### src/rtl/levenshtein_pkg.sv
`default_nettype none
// ============================================================================
// Package     : levenshtein_pkg
// Description : Shared result-mode encoding and helpers for the bit-parallel
//               Levenshtein engine (low-bit mask, saturating score step).
// Revision    : 1.0 - initial release
// ============================================================================
package levenshtein_pkg;

    // Result filtering mode; the reserved code behaves as MODE_ALL.
    typedef enum logic [1:0] {
        MODE_ALL    = 2'd0,
        MODE_THRESH = 2'd1,
        MODE_BEST   = 2'd2,
        MODE_RSVD   = 2'd3
    } mode_e;

    // Widest pattern the helpers are written for.
    localparam int unsigned MAX_WIDTH = 32;

    // Vector with the low m bits set; callers truncate to their own width.
    function automatic logic [MAX_WIDTH-1:0] low_mask(input int unsigned m);
        logic [MAX_WIDTH-1:0] r;
        r = '0;
        for (int unsigned i = 0; i < MAX_WIDTH; i++) begin
            if (i < m) begin
                r[i] = 1'b1;
            end
        end
        return r;
    endfunction

    // One score step: +1 on inc, -1 on dec, never below zero. Once the score
    // reaches maxv it stays there so an overflowed distance cannot wrap back
    // to a small, misleading value.
    function automatic logic [31:0] sat_step(input logic [31:0] a,
                                             input logic        inc,
                                             input logic        dec,
                                             input logic [31:0] maxv);
        logic [31:0] r;
        r = a;
        if (a >= maxv) begin
            r = maxv;
        end else if (inc && !dec) begin
            r = a + 32'd1;
        end else if (dec && !inc && (a != 32'd0)) begin
            r = a - 32'd1;
        end
        return r;
    endfunction

endpackage
`default_nettype wire

### src/rtl/myers_step.sv
`default_nettype none
// ============================================================================
// Module      : myers_step
// Description : Combinational Myers/Hyyro column step. Given the match vector
//               of one dictionary char and the current VP/VN vectors, returns
//               the next VP/VN and whether the last-row score rises or falls.
// Revision    : 1.0 - initial release
// ============================================================================
module myers_step
    import levenshtein_pkg::*;
#(
    parameter int WIDTH = 16,
    parameter int MW    = $clog2(WIDTH + 1)
) (
    input  logic [WIDTH-1:0] eq_i,
    input  logic [WIDTH-1:0] vp_i,
    input  logic [WIDTH-1:0] vn_i,
    input  logic [MW-1:0]    m_i,
    output logic [WIDTH-1:0] vp_o,
    output logic [WIDTH-1:0] vn_o,
    output logic             inc_o,
    output logic             dec_o
);

    logic [WIDTH-1:0] w_mask;
    logic [WIDTH-1:0] w_top;
    logic [WIDTH-1:0] w_eq;
    logic [WIDTH-1:0] w_x;
    logic [WIDTH-1:0] w_d0;
    logic [WIDTH-1:0] w_hp;
    logic [WIDTH-1:0] w_hn;
    logic [WIDTH-1:0] w_hp_s;
    logic [WIDTH-1:0] w_hn_s;

    assign w_mask = WIDTH'(low_mask(32'(m_i)));
    // One-hot at row m-1 (empty when m=0); picks the last pattern row
    // without a variable bit index.
    assign w_top  = w_mask & ~(w_mask >> 1);

    // Bits above m are ignored so stray match bits cannot leak in.
    assign w_eq   = eq_i & w_mask;
    assign w_x    = w_eq | vn_i;
    assign w_d0   = (((w_eq & vp_i) + vp_i) ^ vp_i) | w_x;
    assign w_hp   = vn_i | ~(w_d0 | vp_i);
    assign w_hn   = vp_i & w_d0;

    // Row 0 boundary: the top edge of the DP matrix always increments.
    assign w_hp_s = {w_hp[WIDTH-2:0], 1'b1};
    assign w_hn_s = {w_hn[WIDTH-2:0], 1'b0};

    assign vp_o   = (w_hn_s | ~(w_d0 | w_hp_s)) & w_mask;
    assign vn_o   = (w_hp_s & w_d0) & w_mask;

    // Score delta from the last row; an empty pattern costs one per char.
    always_comb begin
        inc_o = 1'b0;
        dec_o = 1'b0;
        if (m_i == '0) begin
            inc_o = 1'b1;
        end else begin
            inc_o = |(w_hp & w_top);
            dec_o = |(w_hn & w_top);
        end
    end

endmodule
`default_nettype wire

### src/rtl/levenshtein_bitpar.sv
`default_nettype none
// ============================================================================
// Module      : levenshtein_bitpar
// Description : Streaming global edit distance between a loaded pattern and
//               each dictionary word, one match vector per beat. Results are
//               tagged with a word index and filtered as ALL / THRESH / BEST
//               into a one-deep AXI-stream output register.
// Revision    : 1.0 - initial release
// ============================================================================
module levenshtein_bitpar
    import levenshtein_pkg::*;
#(
    parameter int WIDTH  = 16,
    parameter int DIST_W = 8,
    parameter int IDX_W  = 8
) (
    input  logic                           aclk,
    input  logic                           areset,
    input  logic [$clog2(WIDTH+1)-1:0]     word_size,
    input  logic [1:0]                     mode,
    input  logic [DIST_W-1:0]              threshold,
    input  logic                           flush,
    input  logic                           s_axis_tvalid,
    output logic                           s_axis_tready,
    input  logic [WIDTH-1:0]               s_axis_tdata,
    input  logic                           s_axis_tuser,
    input  logic                           s_axis_tlast,
    output logic                           m_axis_tvalid,
    input  logic                           m_axis_tready,
    output logic [DIST_W-1:0]              m_axis_tdata,
    output logic [IDX_W-1:0]               m_axis_tuser
);

    localparam int                MW        = $clog2(WIDTH + 1);
    localparam logic [MW-1:0]     M_MAX     = MW'(WIDTH);
    localparam logic [DIST_W-1:0] DIST_MAX  = '1;
    localparam logic [DIST_W-1:0] SCORE_RST =
        DIST_W'(sat_step(32'(WIDTH), 1'b0, 1'b0, 32'(DIST_MAX)));

    // Column state of the word in progress
    logic [WIDTH-1:0]  vp_q, vp_d;
    logic [WIDTH-1:0]  vn_q, vn_d;
    logic [DIST_W-1:0] score_q, score_d;
    logic [MW-1:0]     m_q, m_d;
    logic [IDX_W-1:0]  idx_q, idx_d;
    // BEST tracker
    logic [DIST_W-1:0] best_q, best_d;
    logic [IDX_W-1:0]  best_idx_q, best_idx_d;
    logic              flush_pend_q, flush_pend_d;
    // Output register
    logic              out_valid_q, out_valid_d;
    logic [DIST_W-1:0] out_dist_q, out_dist_d;
    logic [IDX_W-1:0]  out_idx_q, out_idx_d;

    logic              w_ready;
    logic              w_acc;
    logic              w_fin;
    logic [MW-1:0]     w_m_clamp;
    logic [MW-1:0]     w_m_in;
    logic [WIDTH-1:0]  w_vp_in;
    logic [WIDTH-1:0]  w_vn_in;
    logic [DIST_W-1:0] w_score_in;
    logic [WIDTH-1:0]  w_vp_nx;
    logic [WIDTH-1:0]  w_vn_nx;
    logic              w_inc;
    logic              w_dec;
    logic [DIST_W-1:0] w_score_nx;
    logic              w_is_thresh;
    logic              w_is_best;
    logic              w_res_load;
    logic              w_best_upd;
    logic [DIST_W-1:0] w_best_cur;
    logic [IDX_W-1:0]  w_best_idx_cur;
    logic              w_flush_req;
    logic              w_free;
    logic              w_flush_go;

    // Input is stalled whenever the output register is full and not
    // draining; stalling non-tlast beats too keeps the control trivial.
    assign w_ready       = !(out_valid_q && !m_axis_tready);
    assign w_free        = w_ready;
    assign s_axis_tready = w_ready;
    assign w_acc         = s_axis_tvalid && w_ready;
    assign w_fin         = w_acc && s_axis_tlast;

    // A tuser beat restarts the column from the fresh-pattern state.
    assign w_m_clamp  = (word_size > M_MAX) ? M_MAX : word_size;
    assign w_m_in     = s_axis_tuser ? w_m_clamp : m_q;
    assign w_vp_in    = s_axis_tuser ? WIDTH'(low_mask(32'(w_m_clamp))) : vp_q;
    assign w_vn_in    = s_axis_tuser ? '0 : vn_q;
    assign w_score_in = s_axis_tuser
                      ? DIST_W'(sat_step(32'(w_m_clamp), 1'b0, 1'b0, 32'(DIST_MAX)))
                      : score_q;

    myers_step #(
        .WIDTH (WIDTH),
        .MW    (MW)
    ) u_step (
        .eq_i  (s_axis_tdata),
        .vp_i  (w_vp_in),
        .vn_i  (w_vn_in),
        .m_i   (w_m_in),
        .vp_o  (w_vp_nx),
        .vn_o  (w_vn_nx),
        .inc_o (w_inc),
        .dec_o (w_dec)
    );

    assign w_score_nx = DIST_W'(sat_step(32'(w_score_in), w_inc, w_dec, 32'(DIST_MAX)));

    // Mode filter; the reserved code falls through to ALL.
    assign w_is_thresh = (mode == MODE_THRESH);
    assign w_is_best   = (mode == MODE_BEST);
    assign w_res_load  = w_fin && !w_is_best &&
                         (!w_is_thresh || (w_score_nx <= threshold));

    // Strict less-than so ties keep the earlier word. The same-cycle view
    // lets a flush coinciding with tlast include that word.
    assign w_best_upd     = w_fin && w_is_best && (w_score_nx < best_q);
    assign w_best_cur     = w_best_upd ? w_score_nx : best_q;
    assign w_best_idx_cur = w_best_upd ? idx_q : best_idx_q;

    // A flush waits for a free output register and yields to a tlast result
    // that claims the register in the same cycle.
    assign w_flush_req = (flush && w_is_best) || flush_pend_q;
    assign w_flush_go  = w_flush_req && w_free && !w_res_load;

    // Next-state for column state, index, BEST tracker and output register.
    always_comb begin
        vp_d         = vp_q;
        vn_d         = vn_q;
        score_d      = score_q;
        m_d          = m_q;
        idx_d        = idx_q;
        best_d       = best_q;
        best_idx_d   = best_idx_q;
        flush_pend_d = w_flush_req && !w_flush_go;
        out_valid_d  = out_valid_q;
        out_dist_d   = out_dist_q;
        out_idx_d    = out_idx_q;

        if (w_acc) begin
            vp_d    = w_vp_nx;
            vn_d    = w_vn_nx;
            score_d = w_score_nx;
            m_d     = w_m_in;
        end

        if (w_fin) begin
            idx_d = idx_q + IDX_W'(1);
        end

        if (w_flush_go) begin
            best_d     = DIST_MAX;
            best_idx_d = '0;
        end else if (w_best_upd) begin
            best_d     = w_score_nx;
            best_idx_d = idx_q;
        end

        if (w_res_load) begin
            out_valid_d = 1'b1;
            out_dist_d  = w_score_nx;
            out_idx_d   = idx_q;
        end else if (w_flush_go) begin
            out_valid_d = 1'b1;
            out_dist_d  = w_best_cur;
            out_idx_d   = w_best_idx_cur;
        end else if (m_axis_tready) begin
            out_valid_d = 1'b0;
        end
    end

    // State registers; reset discards any partial word and held result.
    always_ff @(posedge aclk or posedge areset) begin
        if (areset) begin
            vp_q         <= '1;
            vn_q         <= '0;
            score_q      <= SCORE_RST;
            m_q          <= M_MAX;
            idx_q        <= '0;
            best_q       <= DIST_MAX;
            best_idx_q   <= '0;
            flush_pend_q <= 1'b0;
            out_valid_q  <= 1'b0;
            out_dist_q   <= '0;
            out_idx_q    <= '0;
        end else begin
            vp_q         <= vp_d;
            vn_q         <= vn_d;
            score_q      <= score_d;
            m_q          <= m_d;
            idx_q        <= idx_d;
            best_q       <= best_d;
            best_idx_q   <= best_idx_d;
            flush_pend_q <= flush_pend_d;
            out_valid_q  <= out_valid_d;
            out_dist_q   <= out_dist_d;
            out_idx_q    <= out_idx_d;
        end
    end

    assign m_axis_tvalid = out_valid_q;
    assign m_axis_tdata  = out_dist_q;
    assign m_axis_tuser  = out_idx_q;

endmodule
`default_nettype wire

### config.mk
export PLATFORM = sky130hd
export DESIGN_NAME = levenshtein_bitpar
export DESIGN_NICKNAME = d
export VERILOG_FILES = /design/src/rtl/levenshtein_pkg.sv /design/src/rtl/myers_step.sv /design/src/rtl/levenshtein_bitpar.sv
export SDC_FILE = /design/constraint.sdc
export NUM_CORES = 1
export LEC_CHECK = 0
export CAP_MARGIN = 20
export CORE_ASPECT_RATIO = 2
export CORE_MARGIN = 1
export CORE_UTILIZATION = 55
export DETAILED_ROUTE_END_ITERATION = 7
export PLACE_DENSITY = 0.88
export SLEW_MARGIN = 40
export SYNTH_ARGS = -nofsm -noshare
export SYNTH_HDL_FRONTEND = slang
export SYNTH_HIERARCHICAL = 1
export SYNTH_SLANG_ARGS = --single-unit
### constraint.sdc
create_clock -name aclk -period 14.3 [get_ports aclk]
set_clock_uncertainty 0.05 [all_clocks]
set_input_delay 2.86 -clock aclk [delete_from_list [all_inputs] [get_ports aclk]]
set_output_delay 2.86 -clock aclk [all_outputs]
set_load 0.1 [all_outputs]
# Yosys cells after proc, flatten, opt, wreduce, memory -nomap -nowiden

Cells that the tools add are included.

Equal/unequal tests: 2
Reduce and logical (&&, ||, !) cells: 30
Bitwise operators: 19
Add/sub/neg operators: 4
Multiplexer cells: 53
Magnitude comparators: 36

Operator list:

| kind                                                       | count |
|---|---|
| bitwise AND 16 bit                                         | 9 |
| 2-to-1 mux 8 bit                                           | 12 |
| OR 16 bit                                                  | 6 |
| less-than comparator 4 x 5 -> 1 bit (first input constant) | 16 |
| less-than comparator 3 x 5 -> 1 bit (first input constant) | 8 |
| 2-to-1 mux 1 bit                                           | 37 |
| 2-to-1 mux 16 bit                                          | 2 |
| inverter 16 bit                                            | 2 |
| OR reduction 16 bit                                        | 2 |
| less-than comparator 1 x 5 -> 1 bit (first input constant) | 4 |
| less-than comparator 2 x 5 -> 1 bit (first input constant) | 4 |
| adder 16 bit                                               | 1 |
| adder 8 x 1 -> 8 bit (second input constant)               | 2 |
| inverter 15 -> 16 bit                                      | 1 |
| XOR 16 bit                                                 | 1 |
| logical AND 1 bit                                          | 14 |
| 2-to-1 mux 5 bit                                           | 2 |
| greater-or-equal comparator 8 bit (second input constant)  | 1 |
| <= comparator 8 bit                                        | 1 |
| zero test 1 bit                                            | 8 |
| less-than comparator 8 bit                                 | 1 |
| nonzero test 8 bit                                         | 1 |
| subtractor 8 x 1 -> 8 bit (second input constant)          | 1 |
| > comparator 5 bit (second input constant)                 | 1 |
| other kinds (6)                                            | 7 |

Word-level logic and storage cells: 155
Bits of input ports: 38
Bits in registers: 87

# Depth between registers and ports, before layout

Gate-level depths: netlist of the first run.

Depth in word-level cells: 29
Gate-level depth with buffers: 36
Depth with buffers taken out: 30

# By module

The synthesis of the first run kept the hierarchy.

Modules (own cells, without submodules):

| module             | cells an instance | times used | seq. area each (um^2) | area an instance (um^2) |
|---|---|---|---|---|
| levenshtein_bitpar | 574               | 1          | 2,209.6               | 4,923.5 |
| myers_step         | 375               | 1          | 0.0                   | 2,210.9 |

# Worst setup path after synthesis of the first run

No wires, ideal clock.

Path kind: input-to-reg
Start point: input port s_axis_tuser
End point: register out_idx_q[1] (netlist: m_axis_tuser[1])
Arrival time: 9.315 ns
Required time: 14.139 ns
Buffers on the path: 7
Stages on the path: 32
Library setup time: 0.111 ns
Setup slack: 4.823 ns
Cells stage by stage: buf_4 -> buf_2 -> clkbuf_1 -> o21ai_0 -> buf_2 -> buf_2 -> buf_2 -> o41ai_1 -> and2_1 -> ha_1 -> a221oi_4 -> o21bai_1 -> a21oi_1 -> o21ai_1 -> a2bb2oi_1 -> nand4_1 -> a211oi_1 -> o211ai_1 -> nor2b_1 -> o211ai_1 -> nor4b_1 -> nand2_1 -> o311ai_1 -> inv_1 -> ha_1 -> and3_1 -> a311oi_1 -> o22ai_1 -> nor2_1 -> a21oi_2 -> buf_6 -> a222oi_1

Word-level cells in the longest chain between the ends: 26
Elaborated cells on any way between the ends: 78
Those cells by class: add/sub: 3; order compare: 19; mux: 28; bitwise: 13; reduce/logical: 15

Ends and longest elaborated chain:

| element                                                           | line                      | text |
|---|---|---|
| start, declared                                                   | levenshtein_bitpar.sv:26  | `input logic s_axis_tuser,` |
| 2-to-1 mux 5 bit (*)                                              | levenshtein_bitpar.sv:88  | `assign w_m_in = s_axis_tuser ? w_m_clamp : m_q;` |
| net w_m_in[4]                                                     | levenshtein_bitpar.sv:59  | `logic [MW-1:0] w_m_in;` |
| less-than comparator 1 x 5 -> 1 bit, or another cell as far along | levenshtein_pkg.sv:26     | `if (i < m) begin` |
| 2-to-1 mux 1 bit                                                  | levenshtein_pkg.sv:26     |  |
| bitwise AND 16 bit                                                | myers_step.sv:41          | `assign w_eq = eq_i & w_mask;` |
| bitwise AND 16 bit                                                | myers_step.sv:43          | `assign w_d0 = (((w_eq & vp_i) + vp_i) ^ vp_i) \| w_x;` |
| adder 16 bit                                                      | myers_step.sv:43          |  |
| XOR 16 bit                                                        | myers_step.sv:43          |  |
| (+7 left out)                                                     | --                        |  |
| net w_inc                                                         | levenshtein_bitpar.sv:65  | `logic w_inc;` |
| (+5 left out)                                                     | --                        |  |
| 2-to-1 mux 8 bit (*)                                              | levenshtein_pkg.sv:42     | `if (a >= maxv) begin` |
| net w_score_nx[5]                                                 | levenshtein_bitpar.sv:67  | `logic [DIST_W-1:0] w_score_nx;` |
| <= comparator 8 bit                                               | levenshtein_bitpar.sv:115 | `(!w_is_thresh \|\| (w_score_nx <= threshold));` |
| logical OR 1 bit                                                  | levenshtein_bitpar.sv:115 |  |
| logical AND 1 bit                                                 | levenshtein_bitpar.sv:114 | `assign w_res_load = w_fin && !w_is_best &&` |
| zero test 1 bit                                                   | levenshtein_bitpar.sv:126 | `assign w_flush_go = w_flush_req && w_free && !w_res_load;` |
| logical AND 1 bit                                                 | levenshtein_bitpar.sv:126 |  |
| nonzero test 2 bit (no source line)                               | --                        |  |
| end signal, assigned                                              | levenshtein_bitpar.sv:199 | `out_idx_q <= out_idx_d;` |
| end, declared                                                     | levenshtein_bitpar.sv:53  | `logic [IDX_W-1:0] out_idx_q, out_idx_d;` |

Mark *: on every way through the listed nets, which the timed path passes. The rest lies on a longest branch. The select of a mux whose other input is x is not followed.
A chain may end at the register's enable or synchronous reset.

# Worst setup path in the final report of the first run

Start point: input port word_size[4]
End point: register out_idx_q[2] (netlist: m_axis_tuser[2])

Word-level cells in the longest chain between the ends: 28
Elaborated cells on any way between the ends: 111
Those cells by class: add/sub: 3; order compare: 36; mux: 44; bitwise: 13; reduce/logical: 15

Ends and longest elaborated chain:

| element                                                           | line                      | text |
|---|---|---|
| start, declared                                                   | levenshtein_bitpar.sv:19  | `input logic [$clog2(WIDTH+1)-1:0] word_size,` |
| > comparator 5 bit (*)                                            | levenshtein_bitpar.sv:87  | `assign w_m_clamp = (word_size > M_MAX) ? M_MAX : word_size;` |
| 2-to-1 mux 5 bit (*)                                              | levenshtein_bitpar.sv:87  |  |
| 2-to-1 mux 5 bit (*)                                              | levenshtein_bitpar.sv:88  |  |
| net w_m_in[2]                                                     | levenshtein_bitpar.sv:59  |  |
| less-than comparator 1 x 5 -> 1 bit, or another cell as far along | levenshtein_pkg.sv:26     |  |
| 2-to-1 mux 1 bit                                                  | levenshtein_pkg.sv:26     |  |
| bitwise AND 16 bit                                                | myers_step.sv:41          |  |
| bitwise AND 16 bit                                                | myers_step.sv:43          |  |
| (+9 left out)                                                     | --                        |  |
| net w_inc                                                         | levenshtein_bitpar.sv:65  |  |
| (+5 left out)                                                     | --                        |  |
| 2-to-1 mux 8 bit (*)                                              | levenshtein_pkg.sv:42     |  |
| net w_score_nx[5]                                                 | levenshtein_bitpar.sv:67  |  |
| <= comparator 8 bit                                               | levenshtein_bitpar.sv:115 |  |
| logical OR 1 bit                                                  | levenshtein_bitpar.sv:115 |  |
| logical AND 1 bit                                                 | levenshtein_bitpar.sv:114 |  |
| zero test 1 bit                                                   | levenshtein_bitpar.sv:126 |  |
| logical AND 1 bit                                                 | levenshtein_bitpar.sv:126 |  |
| nonzero test 2 bit (no source line)                               | --                        |  |

Marked as above.

==> impl_metrics.env, run 1 <==
export IMPL_status="completed"
export IMPL_drv_slew=0
export IMPL_drc=0
export IMPL_whs_ps=409.7
export IMPL_crit_buf_inv=3
export IMPL_grt_usage_pct=37.50
export IMPL_synth_area_leader_cell="dfrtp_1"
export IMPL_core_um2=12630
export IMPL_clk_latency_ps=340
export IMPL_crit_type="in2reg"
export IMPL_wl_per_cell_um=21.09
export IMPL_synth_seq_cells=87
export IMPL_path_delay_family="simple AND/OR/NAND/NOR gates"
export IMPL_ios=56
export IMPL_grt_pass1_wl_um=37290
export IMPL_vias=7398
export IMPL_crit_arrival_ps=11420
export IMPL_yosysSeqAreaShare_pct=30.97
export IMPL_antenna_found_initial=0
export IMPL_startpoint_type="input port"
export IMPL_die_w_um=82.54
export IMPL_clk_pin_slew_worst_paths_ps=60
export IMPL_clock_sinks=87
export IMPL_mostFrequentLayoutCells="174 x nand2_1, 80 x nor2_1, 75 x inv_1"
export IMPL_power_leakage_nw=3.686
export IMPL_drtPass1Iterations=6
export IMPL_port_buffers=55
export IMPL_fin_crit_sh_pct=78.95
export IMPL_final_common_cell="nand2_1"
export IMPL_hp_class="reg2reg"
export IMPL_cp_max_fo=41
export IMPL_drive_gt1_share_pct=10.80
export IMPL_worstMarginPinSlew_ps=831.3
export IMPL_fin_nets=1025
export IMPL_viasPerCell=6.594
export IMPL_drt_total_wl_um=23660
export IMPL_worst_setup_path_end_kind="flip-flop"
export IMPL_rsz0062_at_grt="false"
export IMPL_antenna_left=0
export IMPL_r2r_start="m_q[4]"
export IMPL_clockRootBuffer="clkbuf_16"
export IMPL_final_core_util_pct=62.77
export IMPL_report_power_total_w=0.001505
export IMPL_syn_avg_cell_area_um2=7.518
export IMPL_cts_hold_buf=0
export IMPL_rows=58
export IMPL_synthCells=949
export IMPL_overflow=0
export IMPL_min_from="vp_q[11]"
export IMPL_hold_violations=0
export IMPL_relSlewSlack_pct=44.21
export IMPL_maxCapViolCount=0
export IMPL_max_freq_ghz=0.08857
export IMPL_yosysWarnings=6
export IMPL_pre_cts_ws_ps=2998
export IMPL_synth_top_area_share_pct=21.40
export IMPL_cts_setup_buffers=0
export IMPL_post_route_min_period_ps=11290
export IMPL_cts_resized=0
export IMPL_die_h_um=163.1
export IMPL_worstPathRequired_ps=14430
export IMPL_grt_pass1_vias=7061
export IMPL_cts_tree="done"
export IMPL_drt_iter0_markers=855
export IMPL_final_setup_tns_ps=0
export IMPL_ys_types=93
export IMPL_clockBufferDepth=2
export IMPL_slowest_stage="clkdlybuf4s50_1"
export IMPL_setup_slack_ps=3010
export IMPL_report_final_setup_viol=0
export IMPL_synth_edf_count=0
export IMPL_max_stage_delay_ps=740
export IMPL_ys_flop_type="dfrtp_1"
export IMPL_ys_top_cells_by_area="dfrtp_1 21%, dfstp_2 9.6%, nand2_1 9.2%"
export IMPL_cp_startpoint="word_size[4]"
export IMPL_cts_made_buffers=9
export IMPL_syn2layout_area_growth_pct=11.10
export IMPL_dp_hpwl_um=17320
export IMPL_syn_nets=1007
export IMPL_synth_area_um2=7134
export IMPL_async_flop_share_pct=100.0
export IMPL_irDropWorstVdd_uv=233.5
export IMPL_start_util_pct=56.50
export IMPL_htree_levels=3
export IMPL_place_congestion=1.058
export IMPL_grt_start_max_net_pins=78
export IMPL_p_per_area_nw_per_um2=189.9
export IMPL_antenna_cells=0
export IMPL_dieArea_um2=13460
cell type report:
type,count,area (µm²)
Clock buffer,11,252.7
Clock inverter,5,85.08
Fill cell,1107,4701
Inverter,77,290.3
Multi-Input combinational cell,726,4359
Sequential cell,87,2210
Tap cell,150,187.7
Timing Repair Buffer,66,541.8
final timing paths:
kind / to / slack [ps] / cells after the start
min reg2reg: vp_q[11] / 410 / 2
min in group asynchronous: vn_q[3] / 2690 / 2
max in group asynchronous: m_axis_tdata[3] / 10570 / 3
max: m_axis_tuser[2] / 3010 / 30
max reg2reg: m_axis_tuser[2] / 5990 / 29
min: vp_q[11] / 410 / 2
cell families after synthesis:
logic type	share of synthesized area (%)
compound gates	24.92
xor+xnor	1.105
fa+ha+maj	3.508
buf+inv	8.243
flops	30.97
mux	2.595
other cells	0.05256
simple gates	28.60
state kept, by name (all words and copies together) (netlist names), 5 cells and up:
| register | cells |
|---|---|
| vn_q | 16 |
| vp_q | 16 |
| best_idx_q | 8 |
| best_q | 8 |
| idx_q | 8 |
| m_axis_tdata | 8 |
| m_axis_tuser | 8 |
| score_q | 8 |
| m_q | 5 |
power breakdown:
group	leakage (nW)	internal, W	total (W)	switching (W)
Sequential	1.05	0.000353	0.000413	0.0000599
Combinational	2.48	0.000234	0.000829	0.000596
Clock	0.163	0.000164	0.000262	0.0000987
layer usage:
layer	vias to the layer above	track usage, %	share of wire [%]
met5	-	0	0
met4	0	26.25	8.8
met3	153	9.721	7.2
met2	425	62.96	50
met1	3445	39.40	34
li1	3375	-	-
Yosys cell counts (6+ instances only):
library cell  count
nand2_1         174
nor2_1           80
inv_1            76
dfrtp_1          61
o21ai_0          53
a21oi_1          51
clkbuf_1         33
nor2b_1          27
dfstp_2          26
nor3_1           25
nand3_1          22
ha_1             20
o211ai_1         18
and3_1           16
nand2b_1         16
buf_2            14
mux2i_1          14
a31oi_1          12
and2_1           11
nand4_1          11
a222oi_1         10
o21a_1           10
a21o_1            9
o22ai_1           9
xnor2_1           9
nor4_1            7
buf_4             6
tightest hold or removal path, cell delays in order (launching register included):
cell and delay [ps]:
dfstp_2 370, nand2_1 40, nand2_1 50
per-stage QoR:
stage | instances | instance area (µm²)
after floorplan | 949 | 7134
after global placement | 1106 | 7664
after detailed placement | 1106 | 7577
after CTS | 1122 | 7915
after global routing | 1122 | 7926
final | 1122 | 7926
No activity file was read; power rests on OpenSTA's default activity.
==> inputs of run 2 (changes only) <==
- clock period: 14.3 -> 10.7 ns (I/O delays scaled with it)
==> impl_metrics.env, run 2 (synthesis gave the netlist of run 1 again) <==
export IMPL_reg2reg_to="m_axis_tuser[4]"
export IMPL_max_freq_ghz=0.09876
export IMPL_placed_cells=1113
export IMPL_switching_share_pct=50.30
export IMPL_drc=0
export IMPL_post_route_min_period_ps=10130
export IMPL_grt_pass1_vias=7103
export IMPL_worstPathRequired_ps=10840
export IMPL_clockRootBuffer="clkbuf_16"
export IMPL_ios=56
export IMPL_maxCapViolCount=0
export IMPL_htree_levels=3
export IMPL_p_int_w=0.001002
export IMPL_drt_iter0_markers=722
export IMPL_drv_slew=0
export IMPL_clk_pin_slew_worst_paths_ps=70
export IMPL_report_power_total_w=0.002015
export IMPL_final_setup_tns_ps=0
export IMPL_die_h_um=163.1
export IMPL_cts_hold_buf=0
export IMPL_antenna_found_initial=0
export IMPL_path_delay_family="simple AND/OR/NAND/NOR gates"
export IMPL_grt_usage_pct=38.46
export IMPL_start_util_pct=56.50
export IMPL_drive_gt1_share_pct=11.44
export IMPL_met1_usage_pct=38.26
export IMPL_core_um2=12630
export IMPL_clkPwrFrac_pct=17.2
export IMPL_startpoint_type="input port"
export IMPL_endpoint="m_axis_tuser[4]"
export IMPL_cp_depth=29
export IMPL_clockBufferDepth=2
export IMPL_hold_violations=0
export IMPL_irDropWorstVdd_uv=272.9
export IMPL_p_per_area_nw_per_um2=252.8
export IMPL_fin_nets=1032
export IMPL_hp_class="reg2reg"
export IMPL_clk_latency_ps=350
export IMPL_grt_busiest_layer="met2"
export IMPL_cts_made_buffers=9
export IMPL_reg_top3="vn_q x16, vp_q x16"
export IMPL_cp_startpoint="word_size[4]"
export IMPL_rrSetupSlack_ps=2880
export IMPL_power_leakage_nw=3.722
export IMPL_drtPass1Iterations=7
export IMPL_p_switching_w=0.001014
export IMPL_drt_total_wl_um=23920
export IMPL_crit_buf_inv=2
export IMPL_cts_tree="done"
export IMPL_syn2layout_area_growth_pct=11.75
export IMPL_use_met2_pct=64.09
export IMPL_dieArea_um2=13460
export IMPL_crit_type="in2reg"
export IMPL_antenna_left=0
export IMPL_crit_arrival_ps=10270
export IMPL_clock_sinks=87
export IMPL_grt_start_max_net_pins=49
export IMPL_final_common_cell="nand2_1"
export IMPL_status="completed"
export IMPL_p_seq_share_pct=27.3
export IMPL_slowest_stage="clkdlybuf4s50_1"
export IMPL_r2r_start="m_q[1]"
export IMPL_vias=7291
export IMPL_antenna_cells=0
export IMPL_viasPerCell=6.458
export IMPL_cp_max_fo=12
export IMPL_dp_hpwl_um=17700
export IMPL_port_buffers=55
export IMPL_worst_setup_path_end_kind="flip-flop"
export IMPL_combPwrFrac_pct=55.5
export IMPL_report_final_setup_viol=0
export IMPL_mostFrequentLayoutCells="174 x nand2_1, 80 x nor2_1, 75 x inv_1"
export IMPL_cts_setup_buffers=0
export IMPL_grt_pass1_wl_um=37580
export IMPL_rows=58
export IMPL_worstMarginPinSlew_ps=810.2
export IMPL_rsz0062_at_grt="false"
export IMPL_wl_per_cell_um=21.18
export IMPL_place_congestion=1.061
export IMPL_relSlewSlack_pct=45.42
export IMPL_max_stage_delay_ps=720
export IMPL_fin_cells=1129
export IMPL_fin_crit_sh_pct=94.63
export IMPL_die_w_um=82.54
export IMPL_r2r_cells=28
export IMPL_grtUsageMet3_pct=11.62
export IMPL_overflow=0
-- run 2: cell count changes in the layout (fill, tap and decap cells not counted), sizes merged --
| cell | previous run | this run |
|---|---|---|
| clkbuf | 11 | 9 |
| clkinvlp | 1 | 0 |
| inv | 78 | 80 |
| buf | 30 | 37 |
| clkinv | 1 | 2 |
-- run 2: repair_timing --
action                                  in CTS  in global routing
endpoints found under the hold margin        0                  0
gates resized for setup                      0                  2
endpoints found under the setup margin       0                 14
-- run 2: power groups by stage --
stage	logic, W	registers, W	clock network [W]
floorplan	0.000612	0.000753	0
global placement	0.00110	0.000551	0
detailed placement	0.00108	0.000553	0
CTS	0.00109	0.000549	0.000352
global route	0.00120	0.000564	0.000365
finish	0.00112	0.000550	0.000346
-- run 2: tightest hold or removal path, cell delays in order, from the launching register on --
cell	delay (ps)
dfstp_2	370
nand2_1	50
nand2_1	50
-- run 2: through the flow --
step | setup slack, ps | hold slack [ps] | cell area, µm² | utilization, %
2_1_floorplan | 1943 | 387.9 | 7134 | -
3_3_place_gp | 704.0 | 396.4 | 7716 | 61.11
3_5_place_dp | 560.8 | 401.6 | 7626 | 60.39
4_1_cts | 846.8 | 413.2 | 7954 | 62.99
5_1_grt | 15.83 | 425.5 | 7973 | 63.14
6_report | 574.2 | 411.6 | 7973 | 63.14
-- run 2: final cells by class --
| type | instances | area, µm² |
|---|---|---|
| Fill cell | 1139 | 4654 |
| Multi-Input combinational cell | 726 | 4367 |
| Sequential cell | 87 | 2210 |
| Timing Repair Buffer | 73 | 590.6 |
| Inverter | 77 | 290.3 |
| Clock buffer | 9 | 225.2 |
| Tap cell | 150 | 187.7 |
| Clock inverter | 7 | 102.6 |
-- run 2: worst min-delay path by stage --
stage	startpoint	endpoint	slack, ps	depth (start not counted)
floorplan	vn_q[8]	vn_q[8]	390	2
global placement	vp_q[2]	vp_q[2]	400	2
detailed placement	vp_q[11]	vp_q[11]	400	2
CTS	vp_q[11]	vp_q[11]	410	2
global route	vp_q[8]	vp_q[8]	430	2
finish	vp_q[11]	vp_q[11]	410	2
-- run 2: metal layers --
layer / vias up / wire length, µm
met3: 125 / 1807
met2: 360 / 12020
met5: - / 0
met4: 0 / 2032
li1: 3393 / -
met1: 3413 / 8055
==> inputs of run 3 (changes only) <==
- CORE_MARGIN: 1 -> not set
==> results of run 3 <==
The final DEF is identical to that of run 2; final timing and power are the same.
